==> config.mk <==
export PLATFORM = sky130hd
export DESIGN_NAME = rv_mc_fsm
export DESIGN_NICKNAME = d
export VERILOG_FILES = /design/src/rtl/rv_mc_fsm.sv
export SDC_FILE = /design/constraint.sdc
export NUM_CORES = 1
export LEC_CHECK = 0
export ABC_AREA = 1
export CELL_PAD_IN_SITES_DETAIL_PLACEMENT = 1
export CELL_PAD_IN_SITES_GLOBAL_PLACEMENT = 1
export CORE_ASPECT_RATIO = 1.4
export CORE_MARGIN = 5
export CORE_UTILIZATION = 35
export DETAILED_ROUTE_END_ITERATION = 10
export HOLD_SLACK_MARGIN = 0.05
export PLACE_DENSITY = 0.86
export SLEW_MARGIN = 20
export SYNTH_ARGS = -nofsm -noshare
export SYNTH_HDL_FRONTEND = slang
export SYNTH_SLANG_ARGS = --single-unit
==> constraint.sdc <==
create_clock -name clk_i -period 2.1 [get_ports clk_i]
set_input_delay 0.42 -clock clk_i [delete_from_list [all_inputs] [get_ports clk_i]]
set_output_delay 0.42 -clock clk_i [all_outputs]
set_load 0.1 [all_outputs]
==> src/rtl/rv_mc_fsm.sv <==
// Multicycle RV32I main controller: sequences fetch, decode, ALU, memory and writeback per instruction.
// Moore-decoded strobes (FETCH writes gated by mem_ready_i), plus a wrapping retired-instruction counter.
module rv_mc_fsm #(
   parameter int unsigned RESET_VEC_WAIT = 1
) (
   input  logic        clk_i,
   input  logic        rst_i,
   input  logic [6:0]  opcode_i,
   input  logic        zero_i,
   input  logic        mem_ready_i,
   output logic        mem_req_o,
   output logic        mem_we_o,
   output logic        addr_sel_o,
   output logic        instr_we_o,
   output logic        pc_we_o,
   output logic        rd_we_o,
   output logic [1:0]  alu_src_a_o,
   output logic [1:0]  alu_src_b_o,
   output logic [1:0]  result_sel_o,
   output logic [1:0]  alu_op_o,
   output logic        illegal_instr_o,
   output logic [31:0] instret_o
);

   localparam logic [6:0] OP_LW   = 7'b0000011;
   localparam logic [6:0] OP_SW   = 7'b0100011;
   localparam logic [6:0] OP_R    = 7'b0110011;
   localparam logic [6:0] OP_I    = 7'b0010011;
   localparam logic [6:0] OP_BEQ  = 7'b1100011;
   localparam logic [6:0] OP_LUI  = 7'b0110111;

   localparam logic [3:0] IDLE_LAST = 4'(RESET_VEC_WAIT - 1);

   localparam logic [1:0] SRC_A_PC    = 2'd0;
   localparam logic [1:0] SRC_A_OLDPC = 2'd1;
   localparam logic [1:0] SRC_A_RS1   = 2'd2;
   localparam logic [1:0] SRC_B_RS2   = 2'd0;
   localparam logic [1:0] SRC_B_IMM   = 2'd1;
   localparam logic [1:0] SRC_B_FOUR  = 2'd2;
   localparam logic [1:0] RES_ALUOUT  = 2'd0;
   localparam logic [1:0] RES_MEM     = 2'd1;
   localparam logic [1:0] RES_ALU     = 2'd2;
   localparam logic [1:0] RES_UIMM    = 2'd3;
   localparam logic [1:0] ALU_ADD     = 2'b00;
   localparam logic [1:0] ALU_SUB     = 2'b01;
   localparam logic [1:0] ALU_FUNCT   = 2'b10;

   typedef enum logic [3:0] {
      S_IDLE,
      S_FETCH,
      S_DECODE,
      S_MEMADR,
      S_MEMRD,
      S_MEMWB,
      S_MEMWR,
      S_EXEC_R,
      S_EXEC_I,
      S_ALUWB,
      S_BEQ,
      S_LUI,
      S_TRAP
   } state_t;

   state_t      state_q, state_d;
   logic [3:0]  idle_cnt_q, idle_cnt_d;
   logic [31:0] instret_q, instret_d;
   logic        retire;

   always_ff @(posedge clk_i or posedge rst_i) begin
      if (rst_i) begin
         state_q    <= S_IDLE;
         idle_cnt_q <= 4'd0;
         instret_q  <= 32'd0;
      end else begin
         state_q    <= state_d;
         idle_cnt_q <= idle_cnt_d;
         instret_q  <= instret_d;
      end
   end

   always_comb begin
      state_d         = state_q;
      idle_cnt_d      = idle_cnt_q;
      retire          = 1'b0;
      mem_req_o       = 1'b0;
      mem_we_o        = 1'b0;
      addr_sel_o      = 1'b0;
      instr_we_o      = 1'b0;
      pc_we_o         = 1'b0;
      rd_we_o         = 1'b0;
      alu_src_a_o     = SRC_A_PC;
      alu_src_b_o     = SRC_B_RS2;
      result_sel_o    = RES_ALUOUT;
      alu_op_o        = ALU_ADD;
      illegal_instr_o = 1'b0;

      case (state_q)
         S_IDLE: begin
            if (idle_cnt_q == IDLE_LAST) begin
               idle_cnt_d = 4'd0;
               state_d    = S_FETCH;
            end else begin
               idle_cnt_d = idle_cnt_q + 4'd1;
            end
         end
         S_FETCH: begin
            // PC+4 is written back in the same cycle the instruction word lands.
            mem_req_o    = 1'b1;
            addr_sel_o   = 1'b0;
            alu_src_a_o  = SRC_A_PC;
            alu_src_b_o  = SRC_B_FOUR;
            alu_op_o     = ALU_ADD;
            result_sel_o = RES_ALU;
            instr_we_o   = mem_ready_i;
            pc_we_o      = mem_ready_i;
            if (mem_ready_i) begin
               state_d = S_DECODE;
            end
         end
         S_DECODE: begin
            // Branch target is precomputed here regardless of opcode.
            alu_src_a_o = SRC_A_OLDPC;
            alu_src_b_o = SRC_B_IMM;
            alu_op_o    = ALU_ADD;
            case (opcode_i)
               OP_LW, OP_SW: state_d = S_MEMADR;
               OP_R:         state_d = S_EXEC_R;
               OP_I:         state_d = S_EXEC_I;
               OP_BEQ:       state_d = S_BEQ;
               OP_LUI:       state_d = S_LUI;
               default:      state_d = S_TRAP;
            endcase
         end
         S_MEMADR: begin
            alu_src_a_o = SRC_A_RS1;
            alu_src_b_o = SRC_B_IMM;
            alu_op_o    = ALU_ADD;
            state_d     = (opcode_i == OP_LW) ? S_MEMRD : S_MEMWR;
         end
         S_MEMRD: begin
            mem_req_o  = 1'b1;
            addr_sel_o = 1'b1;
            if (mem_ready_i) begin
               state_d = S_MEMWB;
            end
         end
         S_MEMWB: begin
            rd_we_o      = 1'b1;
            result_sel_o = RES_MEM;
            retire       = 1'b1;
            state_d      = S_FETCH;
         end
         S_MEMWR: begin
            mem_req_o  = 1'b1;
            mem_we_o   = 1'b1;
            addr_sel_o = 1'b1;
            if (mem_ready_i) begin
               retire  = 1'b1;
               state_d = S_FETCH;
            end
         end
         S_EXEC_R: begin
            alu_src_a_o = SRC_A_RS1;
            alu_src_b_o = SRC_B_RS2;
            alu_op_o    = ALU_FUNCT;
            state_d     = S_ALUWB;
         end
         S_EXEC_I: begin
            alu_src_a_o = SRC_A_RS1;
            alu_src_b_o = SRC_B_IMM;
            alu_op_o    = ALU_FUNCT;
            state_d     = S_ALUWB;
         end
         S_ALUWB: begin
            rd_we_o      = 1'b1;
            result_sel_o = RES_ALUOUT;
            retire       = 1'b1;
            state_d      = S_FETCH;
         end
         S_BEQ: begin
            alu_src_a_o  = SRC_A_RS1;
            alu_src_b_o  = SRC_B_RS2;
            alu_op_o     = ALU_SUB;
            result_sel_o = RES_ALUOUT;
            pc_we_o      = zero_i;
            retire       = 1'b1;
            state_d      = S_FETCH;
         end
         S_LUI: begin
            rd_we_o      = 1'b1;
            result_sel_o = RES_UIMM;
            retire       = 1'b1;
            state_d      = S_FETCH;
         end
         S_TRAP: begin
            illegal_instr_o = 1'b1;
            state_d         = S_FETCH;
         end
         default: begin
            state_d = S_IDLE;
         end
      endcase
   end

   // Natural 32-bit wrap; no overflow indication.
   assign instret_d = retire ? instret_q + 32'd1 : instret_q;
   assign instret_o = instret_q;

endmodule

Word level (Yosys, flattened, before mapping)
Index checks and enable logic that the tools add are counted.
{ "totals": {"reg_bits": 40, "latchBits": 0, "mem_bits_rw": 0, "romBits": 0, "out_inout_bits": 47, "wordCells": 60, "mem_count": 0} }
{ "op_classes": {"addsub": 2, "mul": 0, "div": 0, "order_cmp": 0, "eq_ne": 22, "n_shift": 0, "mux": 21, "n_bitwise": 0, "n_reduce_logical": 12} }
{ "op_table": {"columns": ["operator", "n"], "rows": [
  ["adder 32 x 1 -> 32 bit (second input constant)", 1],
  ["one-hot mux 4 bit (8 select lines)", 1],
  ["== test 7 x 6 -> 1 bit (second input constant)", 3],
  ["== test 4 bit (second input constant)", 5],
  ["two-way mux 4 bit", 5],
  ["one-hot mux 4 bit (5 select lines)", 1],
  ["== test 4 x 3 -> 1 bit (second input constant)", 4],
  ["one-hot mux 2 bit (2 select lines)", 3],
  ["OR reduction 3 bit", 3],
  ["== test 4 x 2 -> 1 bit (second input constant)", 2],
  ["logical NOT 4 bit", 2],
  ["inequality test 2 bit (second input constant)", 4],
  ["OR reduction 4 bit", 2],
  ["== test 7 x 2 -> 1 bit (second input constant)", 1],
  ["== test 7 x 5 -> 1 bit (second input constant)", 1],
  ["== test 7 bit (second input constant)", 1],
  ["two-way mux 1 bit", 7],
  ["one-hot mux 2 bit (3 select lines)", 1],
  ["OR reduction 2 bit", 3],
  ["OR reduction 5 bit", 1],
  ["adder 4 x 1 -> 4 bit (second input constant)", 1],
  ["== test 4 x 1 -> 1 bit (second input constant)", 1],
  ["one-hot mux 1 bit (2 select lines)", 2],
  ["AND reduction 4 bit", 1],
  ["two-way mux 2 bit", 1]
]} }

Depth between registers and ports, before layout
{ "depth": {"ltp_word": 4, "ltp_mapped": 10, "ltp_nobuf": 10} }

Least setup slack after synthesis
No wires, ideal clock.
{ "synth_timing": {"kind": "flip-flop to output port", "startpoint": "register state_q[0]", "endpoint": "output port pc_we_o", "t_arrival_ns": 3.032, "t_required_ns": 1.680, "slack_ns": -1.352, "path_stages_with_launch": 6, "n_path_buf": 0, "cell_sequence": "dfrtp_1 -> inv_1 -> nand2_2 -> nor2_1 -> nand2_1 -> o21ai_0"} }
{ "synth_between": {"elab_chain_len": 2, "word_cells_on_any_way": 3} }
{ "synth_lines": {"columns": ["item", "line_no", "rtl"], "rows": [
  ["start: declaration", "64", "state_t state_q, state_d;"],
  ["start signal: assignment", "75", "state_q <= state_d;"],
  ["== test 4 bit or == test 4 x 1 -> 1 bit (tied branches)", "97", "case (state_q)"],
  ["one-hot mux 1 bit (2 select lines) (*)", "97", null],
  ["end: declaration", "15", "output logic pc_we_o,"]
]} }
Every way passes the cells marked *; elsewhere a longest branch is shown, timed or not.

Final worst setup path
{ "layout_timing": {"startpoint": "register state_q[2]", "endpoint": "output port alu_src_b_o[0]"} }
{ "layout_between": {"elab_chain_len": 3, "word_cells_on_any_way": 6} }
{ "layout_lines": {"columns": ["item", "line_no", "rtl"], "rows": [
  ["== test 4 x 2 -> 1 bit or == test 4 bit (tied branches)", "97", null],
  ["OR reduction 3 bit (no line)", null, null],
  ["one-hot mux 2 bit (2 select lines) (*)", "97", null],
  ["end: declaration", "18", "output logic [1:0] alu_src_b_o,"]
]} }
Marked as above.

==> impl_metrics.py <==
metrics = {
    "timing": {
        "worst_pin_slew_ns": 0.458,
        "max_freq_mhz": 483,
        "setup_violations": 0,
        "post-route-period-util_pct": 98.6,
        "slew_headroom_pct": 69.2,
        "fin_setup_tns_ns": 0,
        "finalHoldViolations": 0,
        "skew_ns": 0.00315,
        "maxSlewViolCount": 0,
        "period_needed_ns": 2.07,
    },
    "power_and_ir_drop": {
        "peakVddDrop_v": 0.00137,
        "p_leak_nw": 1.63,
        "powerDensity_nw_per_um2": 1240,
        "fin_total_pwr_w": 0.00446,
    },
    "placement": {
        "placed_cells": 561,
        "hpwl_mm": 6.82,
        "portBuffers": 57,
        "gp_congestion": 0.907,
    },
    "routing": {
        "viasPerCell": 4.92,
        "drc": 0,
        "finalWirelength_mm": 8.34,
        "firstDrtPassIters": 4,
        "postRouteAntennaNets": 0,
        "routedWlPerCell_um": 14.7,
        "num_vias": 2802,
        "drtIter0Drc": 101,
    },
    "setup_path": {
        "worstPathRequired_ns": 1.68,
        "cp_max_fo": 4,
        "critPathArrivalTime_ns": 1.65,
        "reg2reg_depth": 10,
        "path_class": "reg2out",
        "rrSetupSlack_ns": 0.26,
        "crit_path_end_kind": "primary output",
        "worstSetupStartpointType": "flip-flop",
    },
    "floorplanning": {
        "fp.dieH_um": 113,
        "start_util_pct": 36.1,
        "core_sq_um": 7360,
        "io_pins": 58,
        "die_x_um": 83.6,
        "row_count": 37,
        "die_area_sq_um": 9460,
    },
    "synth": {
        "syn_area_sq_um": 2660,
        "synth-seq-cells": 40,
        "ys_seq_area_share_pct": 37.7,
        "synth.net_count": 420,
        "ys_warn_count": 0,
        "syn_avg_cell_area_sq_um": 6.55,
        "synthCells": 406,
        "synthDistinctLibCells": 27,
    },
    "final_layout": {
        "num-fill-cells": 953,
        "multi_input_area_sq_um": 1550,
        "final_cell_mix": "nand2_1, nor2_1, inv_1",
        "regArea_sq_um": 1000,
        "area_growth_pct": 35.7,
        "final_net_count": 485,
        "final_common_cell": "nand2_1",
        "stdcell_count": 569,
        "layout-drive-gt1-share_pct": 18.6,
        "num_antenna_cells": 0,
    },
    "clocking": {
        "htreeDepth": 2,
        "numClockSinks": 40,
        "cts_root_buf": "clkbuf_8",
        "cts_tree": "yes",
        "clk_latency_ns": 0.29,
        "clockBufferDepth": 2,
        "cts_made_buffers": 5,
        "path_clk_slew_ns": 0.08,
        "post_cts_buffers": 0,
    },
    "grt": {
        "grt_start_max_net_pins": 41,
        "antenna_found_initial": 0,
        "grt_pass1_vias": 3189,
        "gr-total-overflow": 0,
        "grt_use_total_pct": 19.0,
        "grt_pass1_wl_mm": 14.7,
    },
    "hold_path": {
        "hold_class": "in2async",
    },
    "run_status": {
        "status": "finished, final reports clean",
    },
    "job": {
        "maxCapViolCount": 0,
    },
}
## metal layers
metal	share of wire, %	GRT usage, %	up-vias	wire [um]
li1	-	-	1388	-
met2	55	37.6	57	4590
met1	38	19.4	1343	3210
met4	2.0	5.58	0	165
met3	4.5	4.66	14	375
met5	0	0	-	0
## Yosys cell counts
library cell	count	share of area (%)
nand2_2	4	0.94
dfrtp_1	40	38
buf_4	1	0.28
o21bai_1	1	0.28
nor3b_1	1	0.28
o31ai_1	1	0.28
buf_6	1	0.42
buf_2	2	0.38
nand3b_1	8	2.3
or2_2	1	0.24
nor2_4	4	1.7
nand4_1	2	0.47
nand3_2	1	0.38
nor2_1	67	9.5
o21ai_1	3	0.56
nand3_1	20	3.8
ha_1	3	1.4
inv_1	40	5.6
nand2_1	166	23
or3_1	1	0.24
and2_2	1	0.28
nor3_1	5	0.94
xnor2_1	14	4.6
nor2_2	1	0.24
xor2_1	3	0.99
o21ai_0	11	2.1
a21oi_1	4	0.75
## power by group
group / switching [W] / internal, W
logic: 0.00203 / 0.000828
clock network: 0.000272 / 0.000268
registers: 0.000164 / 0.000906
## path summary, 6_finish.rpt
path,start,endpoint
max,state_q[2]$_DFFE_PP0P_,alu_src_b_o[0]
min,rst_i,idle_cnt_q[1]$_DFFE_PP0N_
min in group clk_i,idle_cnt_q[3]$_DFFE_PP0N_,idle_cnt_q[3]$_DFFE_PP0N_
max in group asynchronous,rst_i,instret_o[1]$_DFFE_PP0P_
max reg2reg,state_q[3]$_DFFE_PP0P_,instret_o[17]$_DFFE_PP0P_
min reg2reg,idle_cnt_q[3]$_DFFE_PP0N_,idle_cnt_q[3]$_DFFE_PP0N_
## worst max-delay path: stages, from the launching register on
cell,delay [ns]
dfrtp_1,0.45
inv_1,0.13
nand2_2,0.14
nor2_2,0.08
or3_4,0.40
buf_12,0.18
## what timing repair did
item,in CTS,in global routing
resized for setup,1,10
endpoints found under the setup margin,2,6
hold buffers,0,0
## registers in the layout, summed over array words and instances, names as in the netlist
register	count
idle_cnt_q	4
instret_o	32
state_q	4
## cells by family after synthesis
kind of cell	after synthesis	synth area share, %
buffers and inverters	44	6.73
adders and majority gates	3	1.41
and+or+nand+nor	282	44.6
xor gates and xnor gates	17	5.60
DFF	40	37.7
AOI/OAI and AO/OA	20	3.95
## per-stage QoR
stage / worst slack [ns] / instance area, sq um / util [%] / hold slack [ns]
global route: -0.0485 / 3610 / 49.0 / 0.513
floorplan: -0.0182 / 2700 / - / 0.446
CTS: 0.0160 / 3580 / 48.6 / 0.498
detailed placement: 0.218 / 3480 / 47.3 / 0.490
finish: 0.0303 / 3610 / 49.0 / 0.479
global placement: 0.256 / 3480 / 47.3 / 0.463
## final cells by class
cell class	count	share of cell area [%]
inverters	40	4.16
clock buffers	8	2.50
repair buffers	62	19.2
flip-flops and latches	40	27.9
multi-input cells	322	43.0
well taps	97	3.37
Power figures use the tool's default switching activity.
